==> src/rtl/chassis_speed_pi.sv <==
// chassis_speed_pi: quadrature-encoder wheel speed measurement plus a PI speed
// loop. One PI evaluation per sample window drives a saturated, sign-extended
// duty word to the downstream PWM/H-bridge stage.
module chassis_speed_pi #(
  parameter int SAMPLE_CYCLES = 50000,
  parameter int KP            = 16,
  parameter int KI            = 2,
  parameter int SHIFT         = 4,
  parameter int INT_MAX       = 1048576,
  parameter int DUTY_MAX      = 50000
) (
  input  logic               clk,
  input  logic               reset,
  input  logic               enable,
  input  logic               enc_a,
  input  logic               enc_b,
  input  logic signed [15:0] setpoint,
  output logic signed [15:0] speed,
  output logic signed [39:0] duty,
  output logic               duty_valid,
  output logic               enc_err
);

  localparam int                     WIN_W      = (SAMPLE_CYCLES > 1) ? $clog2(SAMPLE_CYCLES) : 1;
  localparam logic [WIN_W-1:0]       WIN_LAST   = WIN_W'(SAMPLE_CYCLES - 1);
  localparam logic signed [47:0]     KP_S       = 48'(KP);
  localparam logic signed [47:0]     KI_S       = 48'(KI);
  localparam logic signed [31:0]     INT_MAX_S  = 32'(INT_MAX);
  localparam logic signed [47:0]     DUTY_MAX_S = 48'(DUTY_MAX);
  localparam logic signed [23:0]     DUTY_MAX_24 = 24'(DUTY_MAX);

  typedef enum logic [2:0] {S_IDLE, S_ERR, S_MUL, S_SUM, S_SAT} state_t;

  // Position of an {A,B} pair along the forward Gray sequence 00,01,11,10.
  function automatic logic [1:0] gray_pos(input logic [1:0] ab);
    case (ab)
      2'b00:   gray_pos = 2'd0;
      2'b01:   gray_pos = 2'd1;
      2'b11:   gray_pos = 2'd2;
      default: gray_pos = 2'd3;
    endcase
  endfunction

  function automatic logic signed [15:0] sat_edge(input logic signed [16:0] v);
    if (v > 17'sd32767)       sat_edge = 16'sh7FFF;
    else if (v < -17'sd32768) sat_edge = 16'sh8000;
    else                      sat_edge = v[15:0];
  endfunction

  function automatic logic signed [31:0] sat_integ(input logic signed [31:0] v);
    if (v > INT_MAX_S)       sat_integ = INT_MAX_S;
    else if (v < -INT_MAX_S) sat_integ = -INT_MAX_S;
    else                     sat_integ = v;
  endfunction

  function automatic logic signed [23:0] sat_duty(input logic signed [47:0] v);
    if (v > DUTY_MAX_S)       sat_duty = DUTY_MAX_24;
    else if (v < -DUTY_MAX_S) sat_duty = -DUTY_MAX_24;
    else                      sat_duty = v[23:0];
  endfunction

  logic                     r_a_s1, r_a_s2, r_b_s1, r_b_s2;
  logic [1:0]               r_ab_prev;
  logic [WIN_W-1:0]         r_win;
  logic signed [15:0]       r_edge_cnt;
  logic signed [15:0]       r_speed;
  logic                     r_enc_err;
  state_t                   r_state, w_state_nxt;
  logic signed [31:0]       r_integ;
  logic signed [39:0]       r_duty;
  logic                     r_duty_valid;
  logic signed [16:0]       r_err_p0;
  logic signed [31:0]       r_integ_n_p0;
  logic signed [47:0]       r_p_p1, r_i_p1;

  logic [1:0]               w_ab_cur, w_step;
  logic signed [1:0]        w_delta;
  logic                     w_illegal, w_tick;
  logic signed [16:0]       w_edge_sum;
  logic signed [15:0]       w_edge_nxt;
  logic signed [16:0]       w_err;
  logic signed [31:0]       w_integ_sum, w_integ_n;
  logic signed [47:0]       w_s;
  logic signed [23:0]       w_duty24;
  logic                     w_clamped, w_same_sign;

  assign w_ab_cur   = {r_a_s2, r_b_s2};
  assign w_step     = gray_pos(w_ab_cur) - gray_pos(r_ab_prev);
  assign w_delta    = (w_step == 2'd1) ? 2'sb01 : (w_step == 2'd3) ? 2'sb11 : 2'sb00;
  assign w_illegal  = (w_step == 2'd2);
  assign w_tick     = (r_win == WIN_LAST);
  assign w_edge_sum = $signed({r_edge_cnt[15], r_edge_cnt}) + $signed({{15{w_delta[1]}}, w_delta});
  assign w_edge_nxt = sat_edge(w_edge_sum);

  assign w_err       = $signed({setpoint[15], setpoint}) - $signed({r_speed[15], r_speed});
  assign w_integ_sum = r_integ + $signed({{15{w_err[16]}}, w_err});
  assign w_integ_n   = sat_integ(w_integ_sum);

  assign w_s         = (r_p_p1 + r_i_p1) >>> SHIFT;
  assign w_duty24    = sat_duty(w_s);
  assign w_clamped   = (w_s > DUTY_MAX_S) || (w_s < -DUTY_MAX_S);
  assign w_same_sign = ((!r_err_p0[16] && (|r_err_p0)) && (!w_s[47] && (|w_s))) ||
                       (r_err_p0[16] && w_s[47]);

  assign speed      = r_speed;
  assign duty       = r_duty;
  assign duty_valid = r_duty_valid;
  assign enc_err    = r_enc_err;

  // Two-flop synchronisers on A/B plus the previous-sample history register.
  always_ff @(posedge clk or negedge reset) begin
    if (!reset) begin
      r_a_s1    <= 1'b0;
      r_a_s2    <= 1'b0;
      r_b_s1    <= 1'b0;
      r_b_s2    <= 1'b0;
      r_ab_prev <= 2'b00;
    end else begin
      r_a_s1    <= enc_a;
      r_a_s2    <= r_a_s1;
      r_b_s1    <= enc_b;
      r_b_s2    <= r_b_s1;
      r_ab_prev <= w_ab_cur;
    end
  end

  // Window timing, saturating edge accumulation, speed capture and sticky error.
  always_ff @(posedge clk or negedge reset) begin
    if (!reset) begin
      r_win      <= '0;
      r_edge_cnt <= '0;
      r_speed    <= '0;
      r_enc_err  <= 1'b0;
    end else begin
      r_enc_err <= r_enc_err | w_illegal;
      if (w_tick) begin
        r_win      <= '0;
        r_speed    <= w_edge_nxt;
        r_edge_cnt <= '0;
      end else begin
        r_win      <= r_win + 1'b1;
        r_edge_cnt <= w_edge_nxt;
      end
    end
  end

  // PI sequencer state register.
  always_ff @(posedge clk or negedge reset) begin
    if (!reset) r_state <= S_IDLE;
    else        r_state <= w_state_nxt;
  end

  // PI sequencer next state: one cycle per step, parked in IDLE while disabled.
  always_comb begin
    w_state_nxt = r_state;
    if (!enable) begin
      w_state_nxt = S_IDLE;
    end else begin
      case (r_state)
        S_IDLE:  if (w_tick) w_state_nxt = S_ERR;
        S_ERR:   w_state_nxt = S_MUL;
        S_MUL:   w_state_nxt = S_SUM;
        S_SUM:   w_state_nxt = S_SAT;
        S_SAT:   w_state_nxt = S_IDLE;
        default: w_state_nxt = S_IDLE;
      endcase
    end
  end

  // Datapath stages: p0 holds error and candidate integrator, p1 the products.
  always_ff @(posedge clk) begin
    if (r_state == S_ERR) begin
      r_err_p0     <= w_err;
      r_integ_n_p0 <= w_integ_n;
    end
    if (r_state == S_MUL) begin
      r_p_p1 <= KP_S * $signed({{31{r_err_p0[16]}}, r_err_p0});
      r_i_p1 <= KI_S * $signed({{16{r_integ_n_p0[31]}}, r_integ_n_p0});
    end
  end

  // Duty/integrator commit: duty lands with valid in the SAT cycle; the
  // integrator freezes when the output is pinned and the error pushes further.
  always_ff @(posedge clk or negedge reset) begin
    if (!reset) begin
      r_duty       <= '0;
      r_duty_valid <= 1'b0;
      r_integ      <= '0;
    end else if (!enable) begin
      r_duty       <= '0;
      r_duty_valid <= 1'b0;
      r_integ      <= '0;
    end else begin
      r_duty_valid <= (r_state == S_SUM);
      if (r_state == S_SUM) begin
        r_duty <= {{16{w_duty24[23]}}, w_duty24};
        if (!(w_clamped && w_same_sign)) r_integ <= r_integ_n_p0;
      end
    end
  end

endmodule

==> config.mk <==
export PLATFORM = sky130hd
export DESIGN_NAME = chassis_speed_pi
export DESIGN_NICKNAME = d
export VERILOG_FILES = /design/src/rtl/chassis_speed_pi.sv
export SDC_FILE = /design/constraint.sdc
export NUM_CORES = 1
export LEC_CHECK = 0
export BUFFER_PORTS_ARGS = -buffer_cell sky130_fd_sc_hd__clkbuf_2
export CORE_UTILIZATION = 61
export DETAILED_ROUTE_END_ITERATION = 10
export PLACE_DENSITY = 0.8
export RECOVER_POWER = 100
export SLEW_MARGIN = 20
export SYNTH_ARGS = -nofsm -noshare
export SYNTH_HDL_FRONTEND = slang
export SYNTH_SLANG_ARGS = --single-unit
==> constraint.sdc <==
create_clock -name clk -period 7.9 [get_ports clk]
set_input_delay 1.185 -clock clk [delete_from_list [all_inputs] [get_ports clk]]
set_output_delay 1.185 -clock clk [all_outputs]
set_load 0.02 [all_outputs]
==> results.json, run 1 <==
{
  "max_stage_delay_ns": 0.59,
  "worst_pin_slew_ns": 3.193,
  "synth_top_area_share_pct": 21.98,
  "setup_viol": 0,
  "worst_ep_required_time_ns": 8.23,
  "rr_endpoint": "r_integ_n_p0[6]",
  "clkSinkCount": 210,
  "ff2ff_path_depth": 26,
  "final_cell_mix": "115 x nor2_1, 115 x dfrtp_1, 100 x ha_1",
  "cts_buffer_depth": 3,
  "clk_pin_slew_ns": 0.06,
  "grt_max_degree": 59,
  "chipHeight_um": 148.5,
  "htreeDepth": 1,
  "ys_warn_count": 0,
  "dieArea_um2": 22050,
  "syn_to_final_growth_pct": 8.315,
  "dr.pass1.iters": 5,
  "cts_setup_buffers": 0,
  "vias": 10090,
  "relSlewSlack_pct": -112.9,
  "fmax_ghz": 0.1414,
  "cts_buffers": 23,
  "min_period_ns": 7.072,
  "first_iter_violations": 703,
  "crit_path_end_kind": "flip-flop",
  "first_global_vias": 9779,
  "violations": "capacitance limit, slew limit",
  "final_max_slew_viol_count": 325,
  "grt_pass1_wl_um": 48070,
  "rrSetupSlack_ns": 1.04,
  "path_delay_family": "compound AO/OA/AOI/OAI gates",
  "grt_overflow": 0,
  "syn_nets": 1406,
  "rr_startpoint": "speed[1]",
  "worstSkewPairLatency_ns": 0.52,
  "peakVddDrop_mv": 0.2527,
  "grt_usage_pct": 27.12,
  "crit_path_start_kind": "input port",
  "ctsHoldBuffers": 0,
  "drive_gt1_share_pct": 5.691,
  "gp_routability_congestion": 0.9631,
  "ant_nets": 0,
  "synthCells": 1281,
  "fin_crit_sh_pct": 89.52,
  "synth_ff_type": "dfrtp_1",
  "synth_area_um2": 13090,
  "yosys_register_bits": 210,
  "ys_types": 85,
  "drc": 0,
  "seq_area_frac_synth_pct": 43.77,
  "outcome": "finished, violations left",
  "io_buffers": 78,
  "crit_slowest_cell": "o41ai_1",
  "die_w_um": 148.5,
  "synth_top_cell_by_area": "dfrtp_1",
  "n_antenna_cell": 0,
  "synth-async-reset-ratio_pct": 54.76,
  "rows": 53,
  "synth_edf_count": 95,
  "fin_util_pct": 67.45,
  "crit_fanout": 31,
  "yosys-top-cells-area": "dfrtp_1 22%, edfxtp_1 22%, ha_1 9.6%",
  "clock_skew_ns": 0.01165,
  "finalHoldViolCount": 0,
  "nets": 1461,
  "min_path_cells": 0,
  "timing.critical_path.buf_inv": 2,
  "hold_path_class": "reg2reg",
  "via_per_inst": 6.198,
  "start_util_pct": 62.28,
  "tritoncts": "yes",
  "maxCapViolCount": 7,
  "antenna_found_initial": 0,
  "p_leak_nw": 6.147,
  "ios": 79,
  "power.density_nw_per_um2": 230.7,
  "cp.arrival_ns": 7.40,
  "crit_top_cell": "o21ai_0",
  "hold_end": "r_b_s2",
  "avgSynthCellArea_um2": 10.22,
  "totalWireLength_um": 29320,
  "setup_tns_ns": 0,
  "core_area_um2": 21020,
  "postCtsResizedCells": 0,
  "dp_hpwl_um": 21330,
  "root_buffer": "clkbuf_16",
  "worstSetupPathType": "in2reg",
  "rsz0062_at_grt": "no",
  "routedWlPerCell_um": 18.01,
  "min-delay-start": "r_b_s1"
}
flip-flops by register name (all words and copies together) (netlist names):
signal and cells:
r_integ 32, r_integ_n_p0 32, r_i_p1 29, duty 24
r_err_p0 17, r_p_p1 17, r_edge_cnt 16, r_win 16
speed 16, r_state 3, r_ab_prev 2, duty_valid 1
enc_err 1, r_a_s1 1, r_a_s2 1, r_b_s1 1
r_b_s2 1
per-stage QoR:
| step | instances | power (mW) | hold slack [ns] | instance area, µm² | setup slack, ns |
|---|---|---|---|---|---|
| global placement | 1586 | 2.091 | 0.3516 | 13580 | 0.5913 |
| floorplan | 1281 | 1.925 | 0.3312 | 13090 | 1.158 |
| CTS | 1628 | 3.293 | 0.3510 | 14420 | 0.9089 |
| global route | 1628 | 3.424 | 0.3620 | 14180 | 0.2980 |
| detailed placement | 1586 | 2.123 | 0.3379 | 13590 | 0.3941 |
| finish | 1628 | 3.272 | 0.3502 | 14180 | 0.8278 |
metal layers:
metal | vias to the layer above | track usage [%] | wire length, µm
li1 | 4875 | - | -
met4 | 0 | 9.021 | 930
met3 | 67 | 3.037 | 1355
met5 | - | 0 | 0
met1 | 4842 | 35.71 | 12950
met2 | 306 | 46.61 | 14080
power by group:
part | total (mW) | internal [mW] | switching, mW | leakage (nW)
combinational | 0.890 | 0.336 | 0.554 | 3.35
sequential | 1.21 | 1.20 | 0.0170 | 2.39
clock | 1.17 | 0.719 | 0.448 | 0.400
final cells by class:
cell class,count,area (µm²)
Clock inverter,11,172.7
Inverter,48,180.2
Clock buffer,31,656.9
Timing Repair Buffer,88,360.3
Multi-Input combinational cell,965,6735
Sequential cell,210,5731
Fill cell,1638,6842
Tap cell,275,344.1
logic make-up after synthesis:
| kind of cell | synth area share, % |
|---|---|
| fa+ha+maj | 10.86 |
| simple gates | 15.43 |
| xor+xnor | 5.553 |
| buf+inv | 4.091 |
| mux | 0.5543 |
| compound gates | 19.75 |
| flops | 43.77 |
worst max-delay path by stage:
stage,endpoint,start,cells past startpoint
global route,r_integ_n_p0[11],setpoint[1],28
detailed placement,r_integ_n_p0[20],setpoint[1],27
floorplan,r_integ_n_p0[18],setpoint[0],25
CTS,r_integ_n_p0[20],setpoint[1],27
global placement,r_integ_n_p0[0],setpoint[1],28
finish,r_integ_n_p0[6],setpoint[1],26
worst reg2reg max path, stage by stage, from the launching register on:
cell and delay, ns:
dfrtp_1 0.48, inv_1 0.08, ha_1 0.27, nor2b_1 0.12, o21ai_0 0.18, a21boi_0 0.14, o21ai_0 0.21, a21boi_0 0.15
o21ai_0 0.22, a21oi_1 0.13, o41ai_1 0.59, o2111ai_1 0.22, a21oi_1 0.20, xnor2_1 0.17, ha_1 0.34, and2_0 0.25
a21oi_1 0.15, o21ai_0 0.08, a31o_2 0.25, a22oi_1 0.31, a31oi_1 0.21, xnor2_1 0.26, or4b_1 0.46, nor3_1 0.27
a41oi_4 0.16, clkbuf_2 0.42, nor3b_1 0.36
Yosys cell counts (26+ instances only):
cell and number:
a32o_1 33, o21ai_0 64, xnor2_1 48, a21o_1 49
nor2_1 115, xor2_1 35, inv_1 48, dfrtp_1 115
nand3_1 26, edfxtp_1 95, nand2_1 98, ha_1 100
a21oi_1 79
Note: power is estimated with default switching activity, not from simulation.
==> inputs of run 2 (changes only) <==
Settings changed: ABC_AREA from default to 1.
==> run 2 against run 1 <==
Compared with the run above:
- the flow still finishes with violations (capacitance limit, slew limit)
- register-to-register slack improved by 0.63 ns
- sequential cell count unchanged
- non-clock buffer count decreased by 4
- sequential power about the same
- design area increased by 8.5%
- worst hold slack improved by 0.0035 ns
- utilization increased by 0.26 points
- sequential share of layout area decreased by 3.2 points
- die area increased by 8.0%
- fmax increased by 7.3%
- clock skew decreased by 0.00057 ns
- critical endpoint is now r_integ_n_p0[12]
- largest cell class unchanged
- highest routed layer unchanged
==> results.json, run 2 <==
{
  "outcome": "finished, violations left",
  "violations": "capacitance limit, slew limit",
  "crit_path_end_kind": "flip-flop",
  "p_sw_mw": 1.071,
  "synth-async-reset-ratio_pct": 54.76,
  "cts_buffer_depth": 3,
  "ios": 79,
  "relSlewSlack_pct": -175.2,
  "fin_crit_sh_pct": 83.47,
  "ant_nets": 0,
  "n_antenna_cell": 0,
  "antenna_found_initial": 0,
  "ctsHoldBuffers": 0,
  "yosys-top-cells-area": "dfrtp_1 20%, edfxtp_1 20%, nand2_1 15%",
  "worst_pin_slew_ns": 4.129,
  "drc": 0,
  "grt_usage_pct": 30.69,
  "syn_to_final_growth_pct": 8.674,
  "grt_pass1_wl_um": 58360,
  "first_global_vias": 11980,
  "clk_pin_slew_ns": 0.06,
  "switching_share_pct": 33.33,
  "chipHeight_um": 154.3,
  "ys_warn_count": 0,
  "worst_ep_required_time_ns": 8.12,
  "yosys_register_bits": 210,
  "die_w_um": 154.3,
  "final_cell_mix": "583 x nand2_1, 260 x inv_1, 189 x nor2_1",
  "grt_max_degree": 75,
  "gp_routability_congestion": 1.035,
  "routedWlPerCell_um": 15.90,
  "min_period_ns": 6.594,
  "setup_tns_ns": 0,
  "ys_types": 43,
  "dr.pass1.iters": 5,
  "synthCells": 1881,
  "dieArea_um2": 23810,
  "htreeDepth": 1,
  "peakVddDrop_mv": 0.2634,
  "synth_common_cells": "579 x nand2_1, 259 x inv_1, 191 x nor2_1, 119 x nand3_1, 115 x dfrtp_1",
  "synth_ff_type": "dfrtp_1",
  "internal-power_mw": 2.143,
  "seq_area_frac_synth_pct": 40.50,
  "finalHoldViolCount": 0,
  "tritoncts": "yes",
  "nets": 2079,
  "crit_path_start_kind": "input port",
  "clkPwrFrac_pct": 34.6,
  "p_leak_nw": 7.788,
  "layout_top_registers": "r_integ (32), r_integ_n_p0 (32), r_i_p1 (29)",
  "maxCapViolCount": 6,
  "dp_slack_ns": 1.117,
  "fmax_ghz": 0.1517,
  "cp.arrival_ns": 6.82,
  "crit_top_cell": "nand2_1",
  "seqPwrFrac_pct": 38.1,
  "hold_path_class": "reg2reg",
  "worstSetupPathType": "in2reg",
  "synth_edf_count": 95,
  "io_buffers": 78,
  "first_iter_violations": 999,
  "grt_overflow": 0,
  "synth_top_area_share_pct": 20.34,
  "setup_viol": 0,
  "power.density_nw_per_um2": 209.0,
  "worstSkewPairLatency_ns": 0.52,
  "start_util_pct": 62.31,
  "synth_top_cell_by_area": "dfrtp_1",
  "totalWireLength_um": 35900,
  "layout_commonest_cell": "nand2_1",
  "crit_fanout": 20,
  "setup_ws_ns": 1.306,
  "max_stage_delay_ns": 0.61,
  "dp_hpwl_um": 27070,
  "drive_gt1_share_pct": 3.803,
  "rows": 55,
  "clock_skew_ns": 0.01108,
  "rsz0062_at_grt": "no",
  "core_area_um2": 22710,
  "cts_setup_buffers": 0,
  "pwr-share-comb_pct": 27.3,
  "cts_buffers": 24,
  "vias": 12800,
  "avgSynthCellArea_um2": 7.523,
  "via_per_inst": 5.673,
  "postCtsResizedCells": 0,
  "crit_slowest_cell": "ha_1",
  "yosysMostFrequentCell": "nand2_1",
  "syn_nets": 2006,
  "synth_area_um2": 14150,
  "clkSinkCount": 210,
  "root_buffer": "clkbuf_16",
  "final_max_slew_viol_count": 280
}
==> run 2: kinds of logic after synthesis <==
family                   count (synthesis)  synth area share, %
AND/OR/NAND/NOR                        991                29.42
buffers and inverters                  298                8.621
AO/OA/AOI/OAI                          228                8.966
flip-flops                             210                40.50
adder cells (fa/ha/maj)                104                9.408
XOR/XNOR                                50                3.095
==> run 2: layout make-up <==
type | instances | area, µm²
fill | 1915 | 7331
multi-input combinational | 1373 | 7173
sequential | 210 | 5731
inverter | 261 | 979.7
clock buffer | 27 | 633.1
tap | 285 | 356.6
timing repair buffer | 84 | 337.8
clock inverter | 17 | 167.7
==> run 2: worst paths after layout <==
check	endpoint	cells past startpoint	slack [ns]	startpoint
worst min-delay path	r_b_s2	0	0.35	r_b_s1
min in group asynchronous	r_win[6]	1	1.27	reset
worst max register to register	r_integ_n_p0[12]	24	1.67	speed[0]
max in group asynchronous	r_integ[23]	2	1.84	reset
worst min register to register	r_b_s2	0	0.35	r_b_s1
worst max-delay path	r_integ_n_p0[12]	26	1.31	setpoint[0]
==> run 2: per-stage QoR <==
stage	hold slack [ns]	utilization [%]	std cells	power (mW)	area, µm²
after floorplan	0.3312	-	1881	1.924	14150
after global placement	0.3395	64.83	2212	2.083	14720
after detailed placement	0.3386	64.91	2213	2.107	14740
after CTS	0.3560	68.44	2257	3.224	15540
after global routing	0.3654	67.72	2257	3.379	15380
final	0.3536	67.72	2257	3.214	15380
==> run 2: critical path, delay by kind of cell <==
kind,cells,cell delay (ns)
AO/OA/AOI/OAI,1,0.50
adder cells (fa/ha/maj),4,1.58
AND/OR/NAND/NOR,17,3.13
buffers and inverters,4,0.44
==> run 2: routing by layer <==
metal | wire, µm | GRT usage [%] | vias up
met5 | 0 | 0 | -
met2 | 16830 | 53.12 | 469
met1 | 15420 | 39.78 | 5950
met4 | 1289 | 10.80 | 0
met3 | 2353 | 3.839 | 109
li1 | - | - | 6276
==> run 2: power groups by stage <==
stage	combinational [mW]	clock, mW	sequential [mW]
3_5_place_dp	0.862	0	1.24
4_1_cts	0.874	1.13	1.22
6_report	0.879	1.11	1.22
3_3_place_gp	0.839	0	1.24
5_1_grt	0.987	1.16	1.23
2_1_floorplan	0.680	0	1.24
==> inputs of run 3 (changes only) <==
Settings changed: CORE_UTILIZATION 61 to 56, PLACE_DENSITY 0.8 to 0.77.
Clock period 7.9 ns to 5.7 ns, I/O delays scaled along.
==> run 3 against run 2 <==
Compared with the run above:
- the flow still finishes with violations (capacitance limit, slew limit)
- sequential cell count unchanged
- utilization fell by 3.9 points
- die area rose by 8.8%
- wire length is 1.4% lower
- worst setup slack got worse by 0.89 ns
- clock power up 39%
- worst hold slack got worse by 0.0021 ns
- highest routed layer unchanged
==> results.json, run 3 (same netlist as run 2, synthesis figures left out) <==
{
  "outcome": "finished, violations left",
  "violations": "capacitance limit, slew limit",
  "power.density_nw_per_um2": 285.8,
  "via_per_inst": 5.423,
  "min_path_cells": 0,
  "rr_startpoint": "speed[1]",
  "postCtsResizedCells": 0,
  "rrSetupSlack_ns": 0.43,
  "clkSinkCount": 210,
  "setup_tns_ns": 0,
  "clkPwrFrac_pct": 34.5,
  "ant_nets": 0,
  "ios": 79,
  "first_global_vias": 12050,
  "grt_max_degree": 76,
  "final_cell_mix": "581 x nand2_1, 260 x inv_1, 189 x nor2_1",
  "p_sw_mw": 1.482,
  "relSlewSlack_pct": -175.1,
  "grt_usage_pct": 28.05,
  "cts_buffer_depth": 3,
  "rr_endpoint": "r_integ_n_p0[6]",
  "antenna_found_initial": 0,
  "io_buffers": 78,
  "routedWlPerCell_um": 15.24,
  "dp.cells": 2282,
  "peakVddDrop_mv": 0.3963,
  "core_area_um2": 24530,
  "htreeDepth": 1,
  "totalWireLength_um": 35410,
  "drive_gt1_share_pct": 4.950,
  "dieArea_um2": 25910,
  "layout_top_registers": "r_integ (32), r_integ_n_p0 (32), r_i_p1 (29)",
  "crit_fanout": 20,
  "critPathCapture": "r_integ_n_p0[6]",
  "fmax_ghz": 0.1894,
  "worstSetupPathType": "in2reg",
  "worstSkewPairLatency_ns": 0.53,
  "nets": 2108,
  "cp-startpoint": "setpoint[0]",
  "ff2ff_path_depth": 26,
  "switching_share_pct": 33.13,
  "drc": 0,
  "crit_path_start_kind": "input port",
  "worst_ep_required_time_ns": 5.98,
  "final_max_slew_viol_count": 206,
  "rsz0062_at_grt": "no",
  "first_iter_violations": 782,
  "root_buffer": "clkbuf_16",
  "cp.arrival_ns": 5.56,
  "worst_pin_slew_ns": 4.127,
  "dpl_cell_area_um2": 15030,
  "finalHoldViolCount": 0,
  "dp_hpwl_um": 28390,
  "tritoncts": "yes",
  "fin_area_um2": 15650,
  "min_period_ns": 5.280,
  "crit_path_end_kind": "flip-flop",
  "chipHeight_um": 161.0,
  "fin_crit_sh_pct": 92.62,
  "setup_viol": 0,
  "start_util_pct": 57.68,
  "dr.pass1.iters": 5,
  "vias": 12600,
  "die_w_um": 161.0,
  "hold_path_class": "reg2reg",
  "pwr-share-comb_pct": 27.5,
  "internal-power_mw": 2.991,
  "layout_commonest_cell": "nand2_1",
  "rows": 57,
  "gp_routability_congestion": 1.012,
  "p_leak_nw": 7.932,
  "seqPwrFrac_pct": 38.0,
  "grt_pass1_wl_um": 58650,
  "ctsHoldBuffers": 0,
  "syn_to_final_growth_pct": 10.58,
  "grt_overflow": 0,
  "n_antenna_cell": 0,
  "p_total_mw": 4.473,
  "clk_pin_slew_ns": 0.06,
  "cts_buffers": 23,
  "maxCapViolCount": 4,
  "final_cell_count_no_fill": 2324,
  "clock_skew_ns": 0.009694,
  "cts_setup_buffers": 0
}
## run 3: cell count changes in the layout (fill, tap and decap cells not counted), moves of 2 or more
| cell | previous run | this run |
|---|---|---|
| buf_4 | 0 | 20 |
| clkbuf_16 | 25 | 23 |
| clkinvlp_4 | 5 | 1 |
| clkbuf_4 | 0 | 4 |
| clkbuf_2 | 18 | 20 |
| clkinv_2 | 4 | 2 |
| nand2_1 | 583 | 581 |
| clkbuf_1 | 68 | 74 |
| nand2_4 | 0 | 2 |
## run 3: metal layers
layer | global-route usage (%) | vias up | wire length, µm
li1 | - | 6334 | -
met2 | 47.88 | 337 | 16540
met4 | 7.333 | 0 | 977
met3 | 3.538 | 61 | 1962
met5 | 0 | - | 0
met1 | 37.63 | 5871 | 15930
## run 3: final cells by class
type / count / area, µm²
inverter: 261 / 979.7
clock inverter: 13 / 177.7
clock buffer: 29 / 608.1
timing repair buffer: 114 / 559.3
sequential: 210 / 5731
tap: 324 / 405.4
fill: 2246 / 8885
multi-input combinational: 1373 / 7188
## run 3: worst min-delay path by stage
| stage | start | end | slack (ns) |
|---|---|---|---|
| detailed placement | r_a_s1 | r_a_s2 | 0.34 |
| global placement | r_a_s1 | r_a_s2 | 0.34 |
| finish | r_a_s1 | r_a_s2 | 0.35 |
| global route | r_a_s1 | r_a_s2 | 0.36 |
| floorplan | r_a_s1 | r_a_s2 | 0.33 |
| CTS | r_a_s1 | r_a_s2 | 0.35 |
## run 3: power by group through the flow
stage	clock, mW	combinational [mW]	sequential (mW)
global placement	0	1.19	1.72
floorplan	0	0.943	1.72
detailed placement	0	1.23	1.73
finish	1.54	1.23	1.70
CTS	1.57	1.23	1.70
global route	1.62	1.39	1.70
## run 3: worst max-delay path, cell delays in order
cell and delay, ns:
clkbuf_2 0.08, inv_1 0.04, ha_1 0.21, fa_1 0.41
o21ai_0 0.34, nand3_1 0.12, nand3_1 0.14, nand2_1 0.06
nand2_1 0.08, nand2_1 0.29, clkbuf_1 0.32, ha_1 0.44
a21oi_1 0.27, o21ai_0 0.14, nand2_1 0.08, inv_1 0.03
nor2_1 0.13, nand2_1 0.07, a21oi_1 0.25, nand3_1 0.20
nand2_1 0.14, nand4_1 0.10, ha_1 0.33, clkinv_1 0.08
nand2_1 0.12, buf_12 0.16, nor2_1 0.06
## run 3: metrics by stage
step | utilization [%] | hold WS, ns | worst slack, ns
6_report | 63.79 | 0.3515 | 0.4204
3_5_place_dp | 61.26 | 0.3405 | -0.004066
4_1_cts | 64.46 | 0.3537 | 0.4944
5_1_grt | 63.79 | 0.3571 | 0.06539
3_3_place_gp | 61.17 | 0.3369 | 0.003596
2_1_floorplan | - | 0.3312 | 0.5222
